$ cat src/rtl/prog_loader_pkg.sv
// Shared types and constants for the program loader.
// Loader state encoding, frame header byte and word-size helper.
// No timing or flow control; pure declarations.
package prog_loader_pkg;

    typedef enum logic [2:0] {
        ST_IDLE,
        ST_LEN,
        ST_DATA,
        ST_CSUM,
        ST_DONE,
        ST_ERR
    } state_e;

    localparam logic [7:0] HEADER_BYTE = 8'hA5;

    function automatic int BYTES_PER_WORD(input int instrs_width);
        return instrs_width / 8;
    endfunction

endpackage

$ cat src/rtl/prog_word_assembler.sv
// Packs MSB-first bytes into instruction words.
// Latency: word_vld/word_dat one cycle after the last byte of a word is accepted.
// Backpressure: none; accepts a byte every cycle byte_vld is high.
module prog_word_assembler
    import prog_loader_pkg::*;
#(
    parameter int INSTRS_WIDTH = 32
) (
    input  logic                    clk,
    input  logic                    rst,
    input  logic                    clr,
    input  logic                    byte_vld,
    input  logic [7:0]              byte_dat,
    output logic                    last_byte,
    output logic                    word_vld,
    output logic [INSTRS_WIDTH-1:0] word_dat
);

    localparam int BPW = BYTES_PER_WORD(INSTRS_WIDTH);
    localparam int CW  = (BPW > 1) ? $clog2(BPW) : 1;

    logic [CW-1:0]           cnt_q, cnt_d;
    logic [INSTRS_WIDTH-1:0] shift_q, shift_d;
    logic [INSTRS_WIDTH-1:0] word_q, word_d;
    logic [INSTRS_WIDTH-1:0] shift_next;
    logic                    vld_q, vld_d;

    always_comb begin
        shift_next = (shift_q << 8) | INSTRS_WIDTH'(byte_dat);
        last_byte  = byte_vld && (cnt_q == CW'(BPW - 1));
        cnt_d      = cnt_q;
        shift_d    = shift_q;
        word_d     = word_q;
        vld_d      = 1'b0;
        if (clr) begin
            cnt_d   = '0;
            shift_d = '0;
        end else if (byte_vld) begin
            shift_d = shift_next;
            if (last_byte) begin
                cnt_d  = '0;
                word_d = shift_next;
                vld_d  = 1'b1;
            end else begin
                cnt_d = cnt_q + CW'(1);
            end
        end
    end

    always_ff @(posedge clk or posedge rst) begin
        if (rst) begin
            cnt_q   <= '0;
            shift_q <= '0;
            word_q  <= '0;
            vld_q   <= 1'b0;
        end else begin
            cnt_q   <= cnt_d;
            shift_q <= shift_d;
            word_q  <= word_d;
            vld_q   <= vld_d;
        end
    end

    assign word_vld = vld_q;
    assign word_dat = word_q;

endmodule

$ cat src/rtl/prog_loader.sv
// Framed byte-stream loader writing instruction words into program RAM; optional checksum via PROG_LOADER_CHECKSUM_EN.
// Latency: wr_en one cycle after the last byte of each word; DONE/ERR one cycle after the final byte.
// Backpressure: byte_ready is high in every state once out of reset; one byte per cycle sustained.
module prog_loader
    import prog_loader_pkg::*;
#(
    parameter int INSTRS_WIDTH = 32,
    parameter int ADDR_WIDTH   = 8
) (
    input  logic                    clk,
    input  logic                    rst,
    input  logic                    byte_valid,
    input  logic [7:0]              byte_data,
    output logic                    byte_ready,
    output logic                    wr_en,
    output logic [ADDR_WIDTH-1:0]   wr_addr,
    output logic [INSTRS_WIDTH-1:0] wr_data,
    output logic                    cpu_hold,
    output logic                    load_done,
    output logic                    load_error,
    output logic [ADDR_WIDTH:0]     word_count
);

    localparam int         CW      = ADDR_WIDTH + 1;
    localparam logic [8:0] MAX_LEN = 9'(1 << ADDR_WIDTH);

    state_e                  state_q, state_d;
    logic [CW-1:0]           n_q, n_d;
    logic [CW-1:0]           count_q, count_d;
    logic [ADDR_WIDTH-1:0]   addr_q, addr_d;
    logic                    byte_ready_q;
    logic                    byte_acc;
    logic                    hdr_acc;
    logic                    asm_vld;
    logic                    asm_last;
    logic                    last_word;
    logic                    word_vld;
    logic [INSTRS_WIDTH-1:0] word_dat;
`ifdef PROG_LOADER_CHECKSUM_EN
    logic [7:0]              csum_q, csum_d;
`endif

    assign byte_acc = byte_valid && byte_ready_q;
    assign hdr_acc  = byte_acc && (byte_data == HEADER_BYTE) &&
                      (state_q == ST_IDLE || state_q == ST_DONE || state_q == ST_ERR);
    assign asm_vld  = byte_acc && (state_q == ST_DATA);

    // A write strobe still in flight (one-byte words) counts as already written.
    assign last_word = (count_q + CW'(word_vld)) == (n_q - CW'(1));

    prog_word_assembler #(
        .INSTRS_WIDTH(INSTRS_WIDTH)
    ) u_asm (
        .clk      (clk),
        .rst      (rst),
        .clr      (hdr_acc),
        .byte_vld (asm_vld),
        .byte_dat (byte_data),
        .last_byte(asm_last),
        .word_vld (word_vld),
        .word_dat (word_dat)
    );

    always_comb begin
        state_d = state_q;
        n_d     = n_q;
        addr_d  = addr_q;
        count_d = count_q;
`ifdef PROG_LOADER_CHECKSUM_EN
        csum_d  = csum_q;
`endif
        if (word_vld) begin
            count_d = count_q + CW'(1);
            // Hold the address on the final word so it never wraps.
            if (count_q + CW'(1) != n_q) begin
                addr_d = addr_q + ADDR_WIDTH'(1);
            end
        end
        case (state_q)
            ST_IDLE, ST_DONE, ST_ERR: begin
                if (hdr_acc) begin
                    state_d = ST_LEN;
`ifdef PROG_LOADER_CHECKSUM_EN
                    csum_d  = '0;
`endif
                end
            end
            ST_LEN: begin
                if (byte_acc) begin
                    if (byte_data == 8'd0 || {1'b0, byte_data} > MAX_LEN) begin
                        state_d = ST_ERR;
                    end else begin
                        n_d     = CW'(byte_data);
                        addr_d  = '0;
                        count_d = '0;
                        state_d = ST_DATA;
                    end
                end
            end
            ST_DATA: begin
                if (asm_vld) begin
`ifdef PROG_LOADER_CHECKSUM_EN
                    csum_d = csum_q ^ byte_data;
                    if (asm_last && last_word) state_d = ST_CSUM;
`else
                    if (asm_last && last_word) state_d = ST_DONE;
`endif
                end
            end
`ifdef PROG_LOADER_CHECKSUM_EN
            ST_CSUM: begin
                if (byte_acc) begin
                    state_d = (byte_data == csum_q) ? ST_DONE : ST_ERR;
                end
            end
`endif
            default: state_d = ST_IDLE;
        endcase
    end

    always_ff @(posedge clk or posedge rst) begin
        if (rst) begin
            state_q      <= ST_IDLE;
            n_q          <= '0;
            addr_q       <= '0;
            count_q      <= '0;
            byte_ready_q <= 1'b0;
`ifdef PROG_LOADER_CHECKSUM_EN
            csum_q       <= '0;
`endif
        end else begin
            state_q      <= state_d;
            n_q          <= n_d;
            addr_q       <= addr_d;
            count_q      <= count_d;
            byte_ready_q <= 1'b1;
`ifdef PROG_LOADER_CHECKSUM_EN
            csum_q       <= csum_d;
`endif
        end
    end

    assign byte_ready = byte_ready_q;
    assign wr_en      = word_vld;
    assign wr_addr    = addr_q;
    assign wr_data    = word_dat;
    assign cpu_hold   = (state_q != ST_DONE);
    assign load_done  = (state_q == ST_DONE);
    assign load_error = (state_q == ST_ERR);
    assign word_count = count_q;

endmodule
$ cat config.mk
export PLATFORM = sky130hd
export DESIGN_NAME = prog_loader
export DESIGN_NICKNAME = d
export VERILOG_FILES = /design/src/rtl/prog_loader_pkg.sv /design/src/rtl/prog_word_assembler.sv /design/src/rtl/prog_loader.sv
export SDC_FILE = /design/constraint.sdc
export NUM_CORES = 1
export LEC_CHECK = 0
export CORE_MARGIN = 1.5
export CORE_UTILIZATION = 45
export CTS_BUF_LIST = sky130_fd_sc_hd__clkbuf_4 sky130_fd_sc_hd__clkbuf_8 sky130_fd_sc_hd__clkbuf_16
export CTS_CLUSTER_DIAMETER = 60
export DETAILED_ROUTE_END_ITERATION = 8
export PLACE_DENSITY = 0.68
export SLEW_MARGIN = 5
export SYNTH_ARGS = -nofsm -noshare
export SYNTH_HDL_FRONTEND = slang
export SYNTH_HIERARCHICAL = 1
export SYNTH_SLANG_ARGS = --single-unit
$ cat constraint.sdc
create_clock -name clk -period 3.36 [get_ports clk]
set_clock_uncertainty 0.15 [all_clocks]
set_input_delay 0.672 -clock clk [delete_from_list [all_inputs] [get_ports clk]]
set_output_delay 0.672 -clock clk [all_outputs]
set_load 0.03 [all_outputs]
Yosys cells after proc, flatten, opt, wreduce, memory -nomap -nowiden --
Index checks and enable logic that the tools add are counted.
Operators by class: add/subtract/negate cells 5, order comparisons 1, eq/ne operators 13, muxes and demuxes 23, bitwise operators 3, reduce and logical (&&, ||, !) cells 16
Operators with widths (count):
- 24-bit 2-to-1 mux | 2
- 8-bit 2-to-1 mux | 5
- 9-bit 2-to-1 mux | 4
- 32-bit by 8-bit bitwise OR with 32-bit output | 1
- 3-bit 2-to-1 mux | 5
- 9-bit by 1-bit adder with 9-bit output | 1
- 9-bit by 1-bit adder with 9-bit output (second input constant) | 1
- 9-bit equality test | 1
- 8-bit by 9-bit > comparator with 1-bit output (second input constant) | 1
- 9-bit by 8-bit != test with 1-bit output | 1
- 3-bit one-hot mux with 3 select lines | 1
- 8-bit by 1-bit subtractor with 9-bit output (second input constant) | 1
- 8-bit by 1-bit adder with 8-bit output (second input constant) | 1
- 8-bit equality test (second input constant) | 1
- 8-bit zero test | 1
- 3-bit equality test (second input constant) | 2
- 1-bit logical AND | 6
- 2-bit 2-to-1 mux | 3
- 3-bit AND reduction | 2
- 2-bit by 1-bit != test with 1-bit output (second input constant) | 2
- 2-bit != test (second input constant) | 2
- 4-bit AND reduction | 1
- 3-bit by 1-bit equality test with 1-bit output (second input constant) | 1
- 3-bit by 2-bit equality test with 1-bit output (second input constant) | 1
- other kinds (9) | 14
Storage, ports and cells: bits in registers 88, input port bits 11, output and inout port bits 54, logic and storage cells 70

Depth between registers and ports, before layout --
depth in word-level cells 7, depth in mapped cells 10

By module --
The synthesis kept the hierarchy.
Modules (own cells, without submodules):
- prog_word_assembler | instances 1, cells an instance 159, area each 2436.1 um2, seq. area each 1476.4 um2
- prog_loader | instances 1, cells an instance 217, area each 1956.9 um2, seq. area each 725.7 um2

Least setup slack after synthesis --
Ideal clock, no wire load.
path kind input port to flip-flop, start input port byte_data[3], end register u_asm.word_q[0] (netlist: u_asm/word_dat[0]), setup time 0.125 ns, arrival time 2.615 ns, required time 3.085 ns, setup slack 0.470 ns, stages on the path 7, buffers on the path 2, cells stage by stage or4_1 or4_1 inv_1 buf_6 nand3b_4 buf_6 mux2_4
Between the ends: longest elaborated chain between the ends 5
Ends and longest elaborated chain:
- start: declaration | line prog_loader.sv:13 | input logic [7:0] byte_data,
- 8-bit equality test | line prog_loader.sv:44 | assign hdr_acc = byte_acc && (byte_data == HEADER_BYTE) &&
- 1-bit logical AND (2 in series) | line prog_loader.sv:44
- via hdr_acc | line prog_loader.sv:33 | logic hdr_acc;
- 1-bit NOT (no source line)
- 3-bit AND reduction (no source line)
- end signal: assignment | line prog_word_assembler.sv:59 | word_q <= word_d;
- end: declaration | line prog_word_assembler.sv:24 | logic [INSTRS_WIDTH-1:0] word_q, word_d;
The timed path passes the listed nets, and every way through them passes these cells. A chain may end at the register's enable or synchronous reset.

Worst setup path in the final report --
start input port byte_data[3], end register u_asm.word_q[8] (netlist: u_asm/word_dat[8])
Same word-level chain as after synthesis.

==> impl_metrics.toml <==
[worst_setup_path]
path_cells = "clkdlybuf4s50_1, or4_1, or4_1, inv_1, nand3b_4, buf_12, mux2_4"
critPathMostFrequentCell = "or4_1"
crit_slowest_cell = "or4_1"
rrSetupSlack_ns = 0.65
critPathRequiredTime_ns = 3.46
crit_path_end_kind = "register"
worstReg2RegEnd = "state_q[1]"
worstSetupPathType = "in2reg"
regToRegStartpoint = "word_count[0]"
cp_max_fo = 16
worstPathArrival_ns = 3.06
cp-start-kind = "input port"
slowest_delay_ns = 0.58
reg2reg_depth = 8

[logic_synthesis]
post-synth-top-count-cell = "dfrtp_1"
synth_cell_types = 53
synth_edf_count = 0
synthXorXnorAreaFrac = 0.0578
synth_nets = 393
netlist.area_leader.share = 0.501
synth_common_cells = "dfrtp_1, nor2_1, mux2_4"
muxShareOfSynthArea = 0.179
synth.ff_latch_count = 88
ys_seq_area_frac = 0.501
synth_top_family_by_area = "multiplexers"
synth_compound_area_frac = 0.0604
synthesis.area_mm2 = 0.00439
synth-simple-area-share = 0.142
yosysTopAreaCell = "dfrtp_1"
netlist_instances = 376
synthArstFlopShare = 1.00
synth_area_leaders = "dfrtp_1, mux2_4, mux2i_1, xnor2_1, nor2_1"
syn_area_per_cell_um2 = 11.7
synthAdderAreaFrac = 0.0171
ys_warn_count = 6
synth_top_flop_cell = "dfrtp_1"

[detailed_routing]
drc = 0
dr_total_vias = 3094
dr.first_iter.drc_count = 96
antenna_left = 0
wl_um = 9410
viasPerCell = 5.31
drt-pass1-iter-count = 4
wire_per_inst_um = 16.1

[place]
finalWeightedCongestion = 0.854
dpl.hpwl_um = 6740
portBuffers = 64
post-place-ws_ns = 0.00338

[grt]
gr-usage-met1 = 0.276
grt_pass1_vias = 3120
use_met2 = 0.311
met3_usage = 0.0297
top_usage_layer = "met2"
overflow = 0
grt_pass1_wl_um = 15600
grt_max_degree = 30
antenna_found_initial = 0
track_usage = 0.196

[timing]
max_clock_freq_mhz = 337
slew_headroom = 0.656
hold_viol_final = 0
period_share = 0.883
setup_tns_ns = 0
maxSlewViolCount = 0
setup_viol = 0
fin_crit_ns = 2.97
rsz0062_at_grt = "no"
worst_pin_slew_ns = 0.515
setup_ws_ns = 0.393

[cts]
cts_resized = 0
holdBufCountCts = 0
cts_inserted_buffers = 9
clk_path_buf_depth = 2
clock_latency_ns = 0.35
htreeDepth = 3
cts_tree = "yes"
ctsRootBufferMaster = "clkbuf_8"
cts_num_sinks = 88
clk_pin_slew_ns = 0.09
cts_setup_buffers = 0

[floorplanning]
core_mm2 = 0.00937
rows = 35
dieHeight_um = 102
die_w_um = 102
io_pins = 65
die-area_mm2 = 0.0104
start_util = 0.469

[min_path]
hold_path_end = "u_asm/word_dat[5]"
hold_class = "reg2reg"
min_path_cells = 1
hp-start = "u_asm/word_dat[5]"

[power_and_ir_drop]
p_leak_uw = 0.00255
max-vdd-ir-drop_mv = 0.195
powerDensity_mw_per_mm2 = 379

[finish]
fillers = 843
diodes = 0
finish.net_count = 466
area_growth_pct = 23.4
drive_gt1_frac = 0.163

[job]
max_cap_violations = 0

[status]
status = "finished, final reports clean"
how the worst max path moves through the flow:
stage	start	endpoint	slack, ns	depth (start not counted)
after floorplan	byte_data[3]	u_asm/word_dat[0]	0.47	7
after global placement	byte_data[3]	u_asm/word_dat[23]	0.04	7
after detailed placement	byte_data[3]	u_asm/word_dat[16]	0.003	7
after CTS	byte_data[3]	u_asm/word_dat[6]	0.39	7
after global routing	byte_data[3]	u_asm/word_dat[1]	0.32	7
final	byte_data[3]	u_asm/word_dat[8]	0.39	7
routing by layer:
metal / part of all wire / vias to the layer above
met1: 0.49 / 1555
met4: 0.014 / 0
met5: 0 / -
met2: 0.48 / 57
met3: 0.022 / 11
li1: - / 1471
kinds of logic (layout without fill, tap and decap cells):
logic type               count (synthesis)  count (layout)
other                                    1               1
multiplexers                            63              63
XOR/XNOR                                29              29
AND/OR/NAND/NOR                        115             115
AO/OA/AOI/OAI                           41              41
flip-flops                              88              88
buffers and inverters                   33             111
adder cells (fa/ha/maj)                  6               6
metrics by stage:
stage	cell area (µm²)	utilization	hold slack, ns	instances	total power [µW]
2_1_floorplan	4390	-	0.331	376	1300
3_3_place_gp	5230	0.558	0.340	567	1380
3_5_place_dp	5230	0.558	0.348	567	1390
4_1_cts	5420	0.578	0.372	583	2080
5_1_grt	5420	0.578	0.381	583	2160
6_report	5420	0.578	0.363	583	2060
state kept, by name, indices dropped and copies added, names as in the netlist:
register and count:
u_asm/word_vld 1, u_asm/cnt_q 2, n_q 8, u_asm/word_dat 32
byte_ready 1, wr_addr 8, word_count 9, state_q 3
u_asm/shift_q 24
placed cells by master, fill, tap and decap left out, types with 7 or more instances in the layout:
cell | netlist | routed
dfrtp_1 | 88 | 88
clkdlybuf4s50_1 | 0 | 64
buf_4 | 4 | 16
nand4_1 | 7 | 7
xor2_1 | 10 | 10
inv_1 | 13 | 12
nand2_1 | 12 | 12
nand3_1 | 8 | 8
mux2_4 | 29 | 29
mux2i_1 | 25 | 25
or4_1 | 8 | 8
nor2_1 | 42 | 41
clkbuf_8 | 0 | 9
a21oi_1 | 14 | 14
xnor2_1 | 19 | 19
report_power, final:
group	switching, µW	internal (µW)
Clock	407	284
Combinational	120	93.3
Sequential	52.0	1100
final cells by class:
type	instances	area, µm²	area share
clock inverters	7	63.8	0.0118
well taps	129	161	0.0298
inverters	13	48.8	0.00900
multi-input cells	255	2020	0.373
clock buffers	9	124	0.0229
repair buffers	82	801	0.148
flip-flops and latches	88	2200	0.406
worst max-delay path, delay by kind of cell:
family | cells | cell delay, ns
multiplexers | 1 | 0.31
buffers and inverters | 3 | 0.74
AND/OR/NAND/NOR | 3 | 1.34
No activity file was read; power rests on OpenSTA's default activity.
